===== src/rtl/c1_reduce_seq_pkg.sv =====
// Shared definitions for the sequential C1 reduction unit: mode and state
// encodings, the C1 cell primitive and the mode decoder.
// Optional feature macro: C1_REDUCE_XOR_EN (enables the XOR/parity mode).
package c1_reduce_seq_pkg;

  // Reduction mode encodings (input port "mode")
  localparam logic [1:0] MODE_AND = 2'b00;
  localparam logic [1:0] MODE_OR  = 2'b01;
  localparam logic [1:0] MODE_XOR = 2'b10;
  localparam logic [1:0] MODE_RSV = 2'b11;

  // FSM state encodings
  localparam logic [1:0] ST_IDLE = 2'b00;
  localparam logic [1:0] ST_RUN  = 2'b01;
  localparam logic [1:0] ST_DONE = 2'b10;

  // C1 cell: a 2:1 multiplexer, SA selects A1 when high and A0 when low.
  function automatic logic c1_cell(input logic sa, input logic a1, input logic a0);
    return sa ? a1 : a0;
  endfunction

  // Map the requested mode onto the mode the hardware actually implements.
  // Reserved (and XOR when the XOR path is not built) fall back to AND.
  function automatic logic [1:0] decode_mode(input logic [1:0] m);
    logic [1:0] eff;
    eff = MODE_AND;
    case (m)
      MODE_OR:  eff = MODE_OR;
`ifdef C1_REDUCE_XOR_EN
      MODE_XOR: eff = MODE_XOR;
`endif
      default:  eff = MODE_AND;
    endcase
    return eff;
  endfunction

endpackage


===== src/rtl/c1_slice_reduce.sv =====
// Combinational slice reducer: folds a P-bit slice into the running
// accumulator using chains of C1 cells, one cell per slice bit.
// Optional feature macro: C1_REDUCE_XOR_EN (adds the XOR chain).
module c1_slice_reduce
  import c1_reduce_seq_pkg::*;
#(
  parameter int P = 4
) (
  input  logic [P-1:0] slice,
  input  logic         acc,
  input  logic [1:0]   mode,
  output logic         next_acc
);

  logic [P:0] and_chain;
  logic [P:0] or_chain;
`ifdef C1_REDUCE_XOR_EN
  logic [P:0] xor_chain;
`endif

  // Cell chains seeded with the accumulator. AND: bit gates the chain via SA,
  // A0 tied low. OR: bit on SA selects A1=1, otherwise passes the chain on A0.
  always_comb begin
    and_chain    = '0;
    or_chain     = '0;
    and_chain[0] = acc;
    or_chain[0]  = acc;
    for (int i = 0; i < P; i++) begin
      and_chain[i+1] = c1_cell(slice[i], and_chain[i], 1'b0);
      or_chain[i+1]  = c1_cell(slice[i], 1'b1, or_chain[i]);
    end
  end

`ifdef C1_REDUCE_XOR_EN
  // XOR chain: bit on SA selects the inverted chain value, else passes it.
  always_comb begin
    xor_chain    = '0;
    xor_chain[0] = acc;
    for (int i = 0; i < P; i++) begin
      xor_chain[i+1] = c1_cell(slice[i], ~xor_chain[i], xor_chain[i]);
    end
  end
`endif

  // Pick the chain that matches the effective mode.
  always_comb begin
    next_acc = and_chain[P];
    case (decode_mode(mode))
      MODE_OR:  next_acc = or_chain[P];
`ifdef C1_REDUCE_XOR_EN
      MODE_XOR: next_acc = xor_chain[P];
`endif
      default:  next_acc = and_chain[P];
    endcase
  end

endmodule


===== src/rtl/c1_reduce_seq.sv =====
// Sequential N-bit to 1-bit reduction unit, P bits per clock, LSB slice first,
// with AND/OR modes, early termination and a start/done handshake.
// Optional feature macro: C1_REDUCE_XOR_EN (mode 10 selects XOR/parity).
//
// Handshake: start is sampled only in IDLE; the accepting edge latches in and
// mode, after which both are don't-care. busy is high in RUN and DONE, done is
// a one-cycle pulse in DONE marking out as valid, and out holds its value
// until the next operation completes. start seen in RUN/DONE is dropped.
module c1_reduce_seq
  import c1_reduce_seq_pkg::*;
#(
  parameter int N = 16,
  parameter int P = 4
) (
  input  logic         clk,
  input  logic         rst,
  input  logic         start,
  input  logic [1:0]   mode,
  input  logic [N-1:0] in,
  output logic         busy,
  output logic         done,
  output logic         out,
  output logic [1:0]   dbg_state
);

  localparam int S  = N / P;
  localparam int IW = (S > 1) ? $clog2(S) : 1;
  localparam logic [IW-1:0] LAST_IDX = IW'(S - 1);

  logic [1:0]    state;
  logic [N-1:0]  sr;
  logic [IW-1:0] idx;
  logic          acc;
  logic [1:0]    mreg;

  logic          acc_next;
  logic [1:0]    eff_mode;
  logic          early;
  logic          finish;
  logic          init_acc;

  c1_slice_reduce #(.P(P)) u_slice (
    .slice    (sr[P-1:0]),
    .acc      (acc),
    .mode     (mreg),
    .next_acc (acc_next)
  );

  // Termination decision for the slice being processed this cycle.
  always_comb begin
    eff_mode = decode_mode(mreg);
    early    = ((eff_mode == MODE_AND) && !acc_next) ||
               ((eff_mode == MODE_OR)  &&  acc_next);
    finish   = (idx == LAST_IDX) || early;
    init_acc = (decode_mode(mode) == MODE_AND);
  end

  // FSM plus datapath registers; reset aborts any operation and clears out.
  always_ff @(posedge clk or posedge rst) begin
    if (rst) begin
      state <= ST_IDLE;
      sr    <= '0;
      idx   <= '0;
      acc   <= 1'b0;
      mreg  <= MODE_AND;
      out   <= 1'b0;
    end else begin
      case (state)
        ST_IDLE: begin
          if (start) begin
            sr    <= in;
            mreg  <= mode;
            idx   <= '0;
            acc   <= init_acc;
            state <= ST_RUN;
          end
        end
        ST_RUN: begin
          acc <= acc_next;
          sr  <= sr >> P;
          if (finish) begin
            out   <= acc_next;
            state <= ST_DONE;
          end else begin
            idx <= idx + IW'(1);
          end
        end
        ST_DONE: state <= ST_IDLE;
        default: state <= ST_IDLE;
      endcase
    end
  end

  // Status outputs decoded straight from the state register.
  always_comb begin
    busy      = (state != ST_IDLE);
    done      = (state == ST_DONE);
    dbg_state = state;
  end

endmodule


===== config.mk =====
export PLATFORM = sky130hd
export DESIGN_NAME = c1_reduce_seq
export DESIGN_NICKNAME = d
export VERILOG_FILES = /design/src/rtl/c1_reduce_seq_pkg.sv /design/src/rtl/c1_slice_reduce.sv /design/src/rtl/c1_reduce_seq.sv
export SDC_FILE = /design/constraint.sdc
export NUM_CORES = 1
export LEC_CHECK = 0
export ABC_CLOCK_PERIOD_IN_PS = 1400
export CORE_MARGIN = 3
export CORE_UTILIZATION = 45
export DETAILED_ROUTE_END_ITERATION = 6
export PLACE_DENSITY = 0.74
export SLEW_MARGIN = 20
export SYNTH_ARGS = -nofsm -noshare
export SYNTH_HDL_FRONTEND = slang
export SYNTH_HIERARCHICAL = 1
export SYNTH_SLANG_ARGS = --single-unit

===== constraint.sdc =====
create_clock -name clk -period 1.4 [get_ports clk]
set_input_delay 0.42 -clock clk [delete_from_list [all_inputs] [get_ports clk]]
set_output_delay 0.42 -clock clk [all_outputs]
set_load 0.01 [all_outputs]

==> results <==
## what timing repair did
| item | CTS | global route |
|---|---|---|
| resized for setup | 35 | 6 |
| buffers inserted | 10 | 1 |
| pin swaps | 3 | 8 |
| setup endpoints to repair | 16 | 28 |
## logic make-up after synthesis
| logic type | after synthesis | share of synthesized area, % |
|---|---|---|
| muxes | 2 | 1.59 |
| adders and majority gates | 1 | 0.996 |
| buffers and inverters | 12 | 5.68 |
| and+or+nand+nor | 55 | 25.7 |
| DFF | 24 | 47.8 |
| xor gates and xnor gates | 1 | 0.697 |
| AOI/OAI and AO/OA | 38 | 17.5 |
## layer usage
layer	part of all wire, %	up-vias	global-route usage [%]
met4	1.2	0	4.85
met3	4.7	5	2.85
met1	46	520	27.3
li1	-	556	-
met5	0	-	0
met2	48	34	32.0
## critical path: stages, from the launching register on
cell and delay (ns):
dfrtp_2 0.45, buf_6 0.12, or2_1 0.20, buf_2 0.14
## layout by cell type, fill, tap and decap left out, types with 3 or more instances in the layout
| cell | instances |
|---|---|
| nor2b_4 | 3 |
| buf_6 | 5 |
| o21ai_1 | 13 |
| clkbuf_4 | 3 |
| buf_2 | 3 |
| nand3_1 | 6 |
| nand2_1 | 22 |
| and3b_1 | 6 |
| dfrtp_1 | 22 |
| inv_1 | 3 |
| a21oi_1 | 12 |
| buf_4 | 21 |
| clkdlybuf4s50_1 | 20 |
| nor2b_1 | 6 |
| a22oi_1 | 5 |
## per-stage QoR
| step | utilization (%) | setup WS [ns] | total power, mW |
|---|---|---|---|
| final | 70.9 | -0.252 | 3.54 |
| after global routing | 70.9 | -0.288 | 3.79 |
| after CTS | 69.2 | -0.237 | 3.36 |
| after detailed placement | 63.6 | -0.374 | 2.83 |
| after global placement | 63.6 | -0.333 | 2.76 |
| after floorplan | - | 0.00908 | 2.25 |
## flip-flops by register name (all words and copies together), names as in the netlist
register,cells
mreg,2
acc,1
out,1
sr,16
dbg_state,2
idx,2
## power by group through the flow
stage | Combinational (mW) | Clock (mW) | Sequential, mW
after CTS | 1.82 | 0.305 | 1.23
after floorplan | 1.05 | 0 | 1.20
after global routing | 2.16 | 0.333 | 1.30
final | 1.97 | 0.307 | 1.26
after detailed placement | 1.57 | 0 | 1.26
after global placement | 1.52 | 0 | 1.25
## area by class of cell
class | count | area [um2]
multi-input cells | 97 | 672
well taps | 30 | 37.5
clock buffers | 3 | 22.5
fillers | 202 | 747
flip-flops and latches | 24 | 603
repair buffers | 52 | 474
inverters | 3 | 11.3
## path summary, 6_finish.rpt
check / startpoint / end / slack, ns
worst min register to register: idx[0] / idx[0] / 0.51
max in group asynchronous: rst / dbg_state[1] / 0.84
min in group clk: idx[0] / idx[0] / 0.51
worst max register to register: dbg_state[1] / idx[1] / -0.13
worst max-delay path: dbg_state[1] / busy / -0.25
worst min-delay path: rst / idx[0] / 0.40
==> results.json <==
{
  "die_h_um": 58.8,
  "grt_start_max_net_pins": 25,
  "drc": 0,
  "power_frac_comb_pct": 55.6,
  "synth.area.top_cells": "dfrtp_1, nand2_1, o21ai_1",
  "cts_root_buf": "clkbuf_4",
  "area_growth_pct": 44.9,
  "netlist-cell-type-count": 28,
  "fmaxAchievable_mhz": 605,
  "syn_inst": 133,
  "nets": 203,
  "routed_via_density": 5.33,
  "initial_utilization_pct": 48.9,
  "dr.first_iter.drc_count": 40,
  "synth-seq-cells": 24,
  "clk_pin_slew_ns": 0.13,
  "p_int_mw": 2.14,
  "period_share_pct": 118,
  "p_leak_nw": 0.851,
  "crit_type": "reg -> out",
  "min_period_ns": 1.65,
  "num_rows": 18,
  "dr.pass1.iters": 4,
  "placed_cell_area_um2": 1630,
  "clk_latency_ns": 0.31,
  "vdd_ir_drop_max_mv": 1.35,
  "synth_top_area_cell": "dfrtp_1",
  "cp_max_fo": 2,
  "status": "finished with violations",
  "cts_tree": "yes",
  "drt-total-wl_um": 3130,
  "cts_hold_buf": 0,
  "port_buffers": 25,
  "cts_buffers": 3,
  "postRouteAntennaNets": 0,
  "cellPowerDensity_nw_per_um2": 1940,
  "yosysWarnings": 6,
  "r2r_cells": 6,
  "syn_nets": 155,
  "dieWidth_um": 58.8,
  "gr-total-overflow": 0,
  "start_kind": "flip-flop",
  "synth-seq-area-share_pct": 47.8,
  "rsz0062_at_grt": "true",
  "async_flop_share_pct": 100,
  "required_ns": 0.98,
  "cp-end-kind": "output pin",
  "clkSinkCount": 24,
  "worstPathArrival_ns": 1.23,
  "cts_max_path_buffers": 2,
  "fin_setup_tns_ns": -1.87,
  "synthFlopType": "dfrtp_1",
  "synth-edff-count": 0,
  "violations": "negative setup slack",
  "setup_viol": 26,
  "worst_slack_ns": -0.252,
  "hold_path_class": "in -> async",
  "dp.final_hpwl_um": 2040,
  "synth_common_cells": "dfrtp_1, nand2_1, o21ai_1",
  "vias": 1115,
  "place.gp.congestion": 0.750,
  "worst_pin_slew_ns": 0.279,
  "synth_area_um2": 1260,
  "holdWs_ns": 0.404,
  "grt_pass1_wl_um": 5140,
  "p_sw_mw": 1.39,
  "power_frac_clock_pct": 8.7,
  "grt.total_usage_pct": 19.6,
  "finalHoldViolCount": 0,
  "die-area_um2": 3460,
  "antenna_found_initial": 0,
  "maxCapViolations": 0,
  "syn_avg_cell_area_um2": 9.45,
  "dp.cells": 195,
  "swShare_pct": 39.4,
  "stdcell_count": 209,
  "design.core.area_um2": 2570,
  "h-tree-depth": 1,
  "n_antenna_cell": 0,
  "grt_pass1_vias": 1116,
  "wl_per_cell_um": 15.0,
  "seqPwrFrac_pct": 35.7,
  "synth_top_area_share_pct": 47.8,
  "drive_above_1_share_pct": 29.1,
  "io_pins": 26,
  "relSlewSlack_pct": 81.4,
  "yosysMostFrequentCell": "dfrtp_1",
  "slew_viol_final": 0,
  "final_area_um2": 1820,
  "timing.clock.skew_ns": 0.00321
}
(Power assumes the default switching activity.)
